## src/rtl/emissor_pontos_if.sv

```systemverilog
// Handshake bundle between the hand judge, the point emitter and the two placar increment inputs.
interface emissor_pontos_if #(
  parameter int W = 4
);
  logic         Start;
  logic [W-1:0] Valor;
  logic         Time;
  logic         Abort;
  logic         I0;
  logic         I1;
  logic         Busy;
  logic         Done;

  modport master (
    output Start, Valor, Time, Abort,
    input  I0, I1, Busy, Done
  );

  modport slave (
    input  Start, Valor, Time, Abort,
    output I0, I1, Busy, Done
  );
endinterface

```

## src/rtl/emissor_pontos.sv

```systemverilog
// Serialises a hand value into one-cycle increment pulses for the selected team's placar,
// with GAP idle cycles between pulses; reports Busy while awarding and a one-cycle Done.
module emissor_pontos #(
  parameter int W   = 4,
  parameter int GAP = 1
) (
  input  logic             Clk,
  input  logic             Clr,
  emissor_pontos_if.slave  bus
);

  localparam int GW = (GAP < 2) ? 1 : $clog2(GAP + 1);

  typedef enum logic [1:0] {
    IDLE = 2'd0,
    EMIT = 2'd1,
    WAIT = 2'd2,
    DONE = 2'd3
  } state_t;

  state_t          state_q, state_d;
  logic [W-1:0]    cnt_q, cnt_d, cnt_dec;
  logic [GW-1:0]   gap_q, gap_d, gap_dec;
  logic            team_q, team_d;

  assign cnt_dec = cnt_q - W'(1);
  assign gap_dec = gap_q - GW'(1);

  always_comb begin
    state_d = state_q;
    cnt_d   = cnt_q;
    gap_d   = gap_q;
    team_d  = team_q;
    case (state_q)
      IDLE: begin
        if (bus.Start) begin
          cnt_d   = bus.Valor;
          team_d  = bus.Time;
          state_d = (bus.Valor == '0) ? DONE : EMIT;
        end
      end
      EMIT: begin
        // The pulse of this cycle is already on the wire, so an abort only stops later ones.
        if (bus.Abort) begin
          state_d = IDLE;
          cnt_d   = '0;
        end else begin
          cnt_d = cnt_dec;
          if (cnt_dec == '0) begin
            state_d = DONE;
          end else if (GAP == 0) begin
            state_d = EMIT;
          end else begin
            gap_d   = GW'(GAP);
            state_d = WAIT;
          end
        end
      end
      WAIT: begin
        if (bus.Abort) begin
          state_d = IDLE;
          cnt_d   = '0;
          gap_d   = '0;
        end else begin
          gap_d = gap_dec;
          if (gap_dec == '0) state_d = EMIT;
        end
      end
      DONE: begin
        state_d = IDLE;
      end
      default: begin
        state_d = IDLE;
      end
    endcase
  end

  always_ff @(posedge Clk or posedge Clr) begin
    if (Clr) begin
      state_q <= IDLE;
      cnt_q   <= '0;
      gap_q   <= '0;
      team_q  <= 1'b0;
    end else begin
      state_q <= state_d;
      cnt_q   <= cnt_d;
      gap_q   <= gap_d;
      team_q  <= team_d;
    end
  end

  // Outputs depend only on registered state, so Clr drops them without a clock edge.
  assign bus.I0   = (state_q == EMIT) && !team_q;
  assign bus.I1   = (state_q == EMIT) &&  team_q;
  assign bus.Busy = (state_q == EMIT) || (state_q == WAIT);
  assign bus.Done = (state_q == DONE);

endmodule

```

## src/flat_wrapper.sv

```systemverilog
// flat-port wrapper written by rule: the top's interface ports become plain ports
module emissor_pontos_flat 
#(
  parameter int W   = 4,
  parameter int GAP = 1
)
  (Clk, Clr, bus_Start, bus_Valor, bus_Time, bus_Abort, bus_I0, bus_I1, bus_Busy, bus_Done);
  emissor_pontos_if #(.W(W)) bus_i ();
  input  logic Clk;
  input  logic Clr;
  input wire logic [$bits(bus_i.Start)-1:0] bus_Start;
  input wire logic [$bits(bus_i.Valor)-1:0] bus_Valor;
  input wire logic [$bits(bus_i.Time)-1:0] bus_Time;
  input wire logic [$bits(bus_i.Abort)-1:0] bus_Abort;
  output wire logic [$bits(bus_i.I0)-1:0] bus_I0;
  output wire logic [$bits(bus_i.I1)-1:0] bus_I1;
  output wire logic [$bits(bus_i.Busy)-1:0] bus_Busy;
  output wire logic [$bits(bus_i.Done)-1:0] bus_Done;
  assign bus_i.Start = bus_Start;
  assign bus_i.Valor = bus_Valor;
  assign bus_i.Time = bus_Time;
  assign bus_i.Abort = bus_Abort;
  assign bus_I0 = bus_i.I0;
  assign bus_I1 = bus_i.I1;
  assign bus_Busy = bus_i.Busy;
  assign bus_Done = bus_i.Done;
  emissor_pontos #(.W(W), .GAP(GAP)) u_core (.Clk(Clk), .Clr(Clr), .bus(bus_i));
endmodule
```

## config.mk

```make
export PLATFORM = sky130hd
export DESIGN_NAME = emissor_pontos_flat
export DESIGN_NICKNAME = d
export VERILOG_FILES = /design/src/rtl/emissor_pontos_if.sv /design/src/rtl/emissor_pontos.sv /design/src/flat_wrapper.sv
export SDC_FILE = /design/constraint.sdc
export NUM_CORES = 1
export LEC_CHECK = 0
export CORE_AREA = 2 2 39 41
export CTS_CLUSTER_SIZE = 8
export DETAILED_ROUTE_END_ITERATION = 16
export DIE_AREA = 0 0 41 43
export DONT_BUFFER_PORTS = 1
export PLACE_DENSITY_LB_ADDON = 0.1
export SLEW_MARGIN = 10
export SYNTH_ARGS = -nofsm -noshare
export SYNTH_HDL_FRONTEND = slang
export SYNTH_SLANG_ARGS = --single-unit
```

## constraint.sdc

```tcl
create_clock -name Clk -period 3.8 [get_ports Clk]
set_clock_uncertainty 0.2 [all_clocks]
set_input_delay 1.14 -clock Clk [delete_from_list [all_inputs] [get_ports Clk]]
set_output_delay 1.14 -clock Clk [all_outputs]
set_load 0.02 [all_outputs]
```

==> results.json <==
{
  "cts_tree": "done",
  "p_leak_nw": 0.3061,
  "areaGrowthSynthToFinish_pct": 6.841,
  "endpoint_kind": "output port",
  "start_kind": "flip-flop",
  "drtIter0Drc": 10,
  "grt_max_degree": 9,
  "synth-seq-cells": 8,
  "yosysTopAreaCell": "dfrtp_1",
  "power_frac_comb_pct": 59.1,
  "ys_types": 28,
  "power_switching_uw": 265.2,
  "synth_ff_type": "dfrtp_1",
  "async_flop_share_pct": 100.0,
  "setup_viol": 0,
  "arrival_ps": 1410,
  "grt_pass1_wl_um": 1966,
  "routed_via_density": 5.163,
  "status": "finished, final reports clean",
  "yosysWarnings": 0,
  "insertedDiodeCount": 0,
  "ctsHoldBuffers": 0,
  "finalNetCount": 94,
  "cp_data_required_time_ps": 2460,
  "num_vias": 475,
  "crit_family": "flip-flops",
  "synthTopCellsByArea": "dfrtp_1 32%, ha_1 14%, inv_1 7.2%",
  "grt_pass1_vias": 474,
  "dp_slack_ps": 1307,
  "grt.total_usage_pct": 17.29,
  "worstPathMaxFanout": 7,
  "reg2reg_depth": 5,
  "synth_nets": 89,
  "antenna_found_initial": 0,
  "clk_latency_ps": 250,
  "slowest_delay_ps": 400,
  "power_switching_share_pct": 46.78,
  "clock_path_buffers": 2,
  "postLayoutCellArea_um2": 664.4,
  "synth_top_area_share_pct": 32.19,
  "p_int_uw": 301.7,
  "post-route-period-util_pct": 72.40,
  "worstMarginPinSlew_ps": 393.6,
  "synth_edf_count": 0,
  "yosysSeqAreaShare_pct": 32.19,
  "path_cells": "inv_1, ha_1, nor2b_1",
  "crit_slowest_cell": "dfrtp_1",
  "relSlewSlack_pct": 73.70,
  "fin_ws_ps": 1049,
  "cp.depth": 3,
  "p_seq_share_pct": 29.8,
  "dp_cells": 89,
  "hp-class": "reg -> reg",
  "hold_viol_final": 0,
  "drv_cap": 0,
  "ir_drop_mv": 0.2980,
  "mostFrequentLayoutCells": "12 x inv_1, 8 x dfrtp_1, 7 x nand2_1, 7 x ha_1, 5 x nor2_1",
  "drc": 0,
  "die_h_um": 43,
  "min_path_cells": 1,
  "core_um2": 1384,
  "cp_num_buf_inv": 1,
  "p_per_area_nw_per_um2": 853.2,
  "clkTransAtPathRegs_ps": 50,
  "antenna_left": 0,
  "io_buffers": 0,
  "wl_per_cell_um": 12.76,
  "drtPass1Iterations": 4,
  "cts_max_level": 1,
  "io_pins": 13,
  "period_needed_ps": 2751,
  "worst-setup-path-type": "reg -> out",
  "dpl.hpwl_um": 974.8,
  "drive_gt1_share_pct": 11.84,
  "rsz0062_at_grt": "false",
  "numCtsBuffers": 3,
  "placedInstanceArea_um2": 641.9,
  "clock.fmax_ghz": 0.3635,
  "post_cts_buffers": 0,
  "avgSynthCellArea_um2": 8.518,
  "drt_wl_total_um": 1174,
  "die_w_um": 41,
  "gp_congestion": 0.7630,
  "synth_area_um2": 621.8,
  "fin_cells": 92,
  "r2r_slack_ps": 1770,
  "cts-root-buf": "clkbuf_4",
  "dieArea_um2": 1763,
  "rows": 14,
  "tns_ps": 0,
  "clock_sinks": 8,
  "synthCells": 73,
  "holdWs_ps": 346.0,
  "start_util_pct": 44.94,
  "layout_commonest_cell": "inv_1",
  "pwr-share-clk_pct": 11.1,
  "fillCellCount": 145,
  "ctsResizeCount": 0,
  "grt.overflow.total": 0,
  "slew_violations": 0
}
==> worst reg2reg max path, cell delays in order, from the launching register on <==
cell	delay [ps]
dfrtp_1	390
inv_1	100
ha_1	510
nand3b_1	270
o32ai_1	340
a22o_1	180
==> final timing paths <==
kind                                         from                 to
worst max-delay path            u_core.state_q[1]             bus_I0
worst min-delay path                u_core.team_q      u_core.team_q
worst max register to register  u_core.state_q[0]    u_core.cnt_q[3]
worst min register to register      u_core.team_q      u_core.team_q
max in group asynchronous                     Clr  u_core.state_q[1]
min in group asynchronous                     Clr    u_core.cnt_q[2]
==> stage by stage <==
stage / power [mW] / utilization, %
final: 0.5668 / 48.01
after CTS: 0.5748 / 48.01
after floorplan: 0.4484 / -
after global placement: 0.5030 / 46.38
after global routing: 0.6279 / 48.01
after detailed placement: 0.5093 / 46.38
==> routing by layer <==
layer	track usage, %	vias to the layer above	wire length, µm
li1	-	257	-
met1	18.75	211	530
met2	25.31	7	573
met3	10.99	0	69
met4	8.000	0	0
met5	0	-	0
==> Yosys cell counts, types with 3 or more instances <==
cell	count
dfrtp_1	8
nand2b_1	3
inv_1	12
o21ai_0	3
ha_1	7
nand2_1	7
nor2_1	5
==> state kept, by name, indices dropped and copies added, names as in the netlist <==
name,cells
u_core.state_q,2
u_core.gap_q,1
u_core.team_q,1
u_core.cnt_q,4
==> kinds of logic (layout without fill, tap and decap cells) <==
family,after synthesis,count (layout),synth area share [%]
AOI/OAI and AO/OA,19,19,22.13
and+or+nand+nor,26,26,22.54
buffers and inverters,12,15,7.243
adders and majority gates,7,7,14.08
muxes,1,1,1.811
DFF,8,8,32.19
==> power groups by stage <==
stage / registers, mW / clock network [mW] / logic, mW
CTS: 0.169 / 0.0661 / 0.340
global route: 0.176 / 0.0736 / 0.378
floorplan: 0.159 / 0 / 0.289
detailed placement: 0.170 / 0 / 0.339
global placement: 0.169 / 0 / 0.334
finish: 0.169 / 0.0629 / 0.335
==> final cells by class <==
class | instances | area, µm² | area share (%)
clock buffer | 3 | 22.52 | 3.390
inverter | 12 | 45.04 | 6.780
multi-input combinational | 53 | 376.6 | 56.69
sequential | 8 | 200.2 | 30.13
tap | 16 | 20.02 | 3.013
No activity file was read; power rests on OpenSTA's default activity.
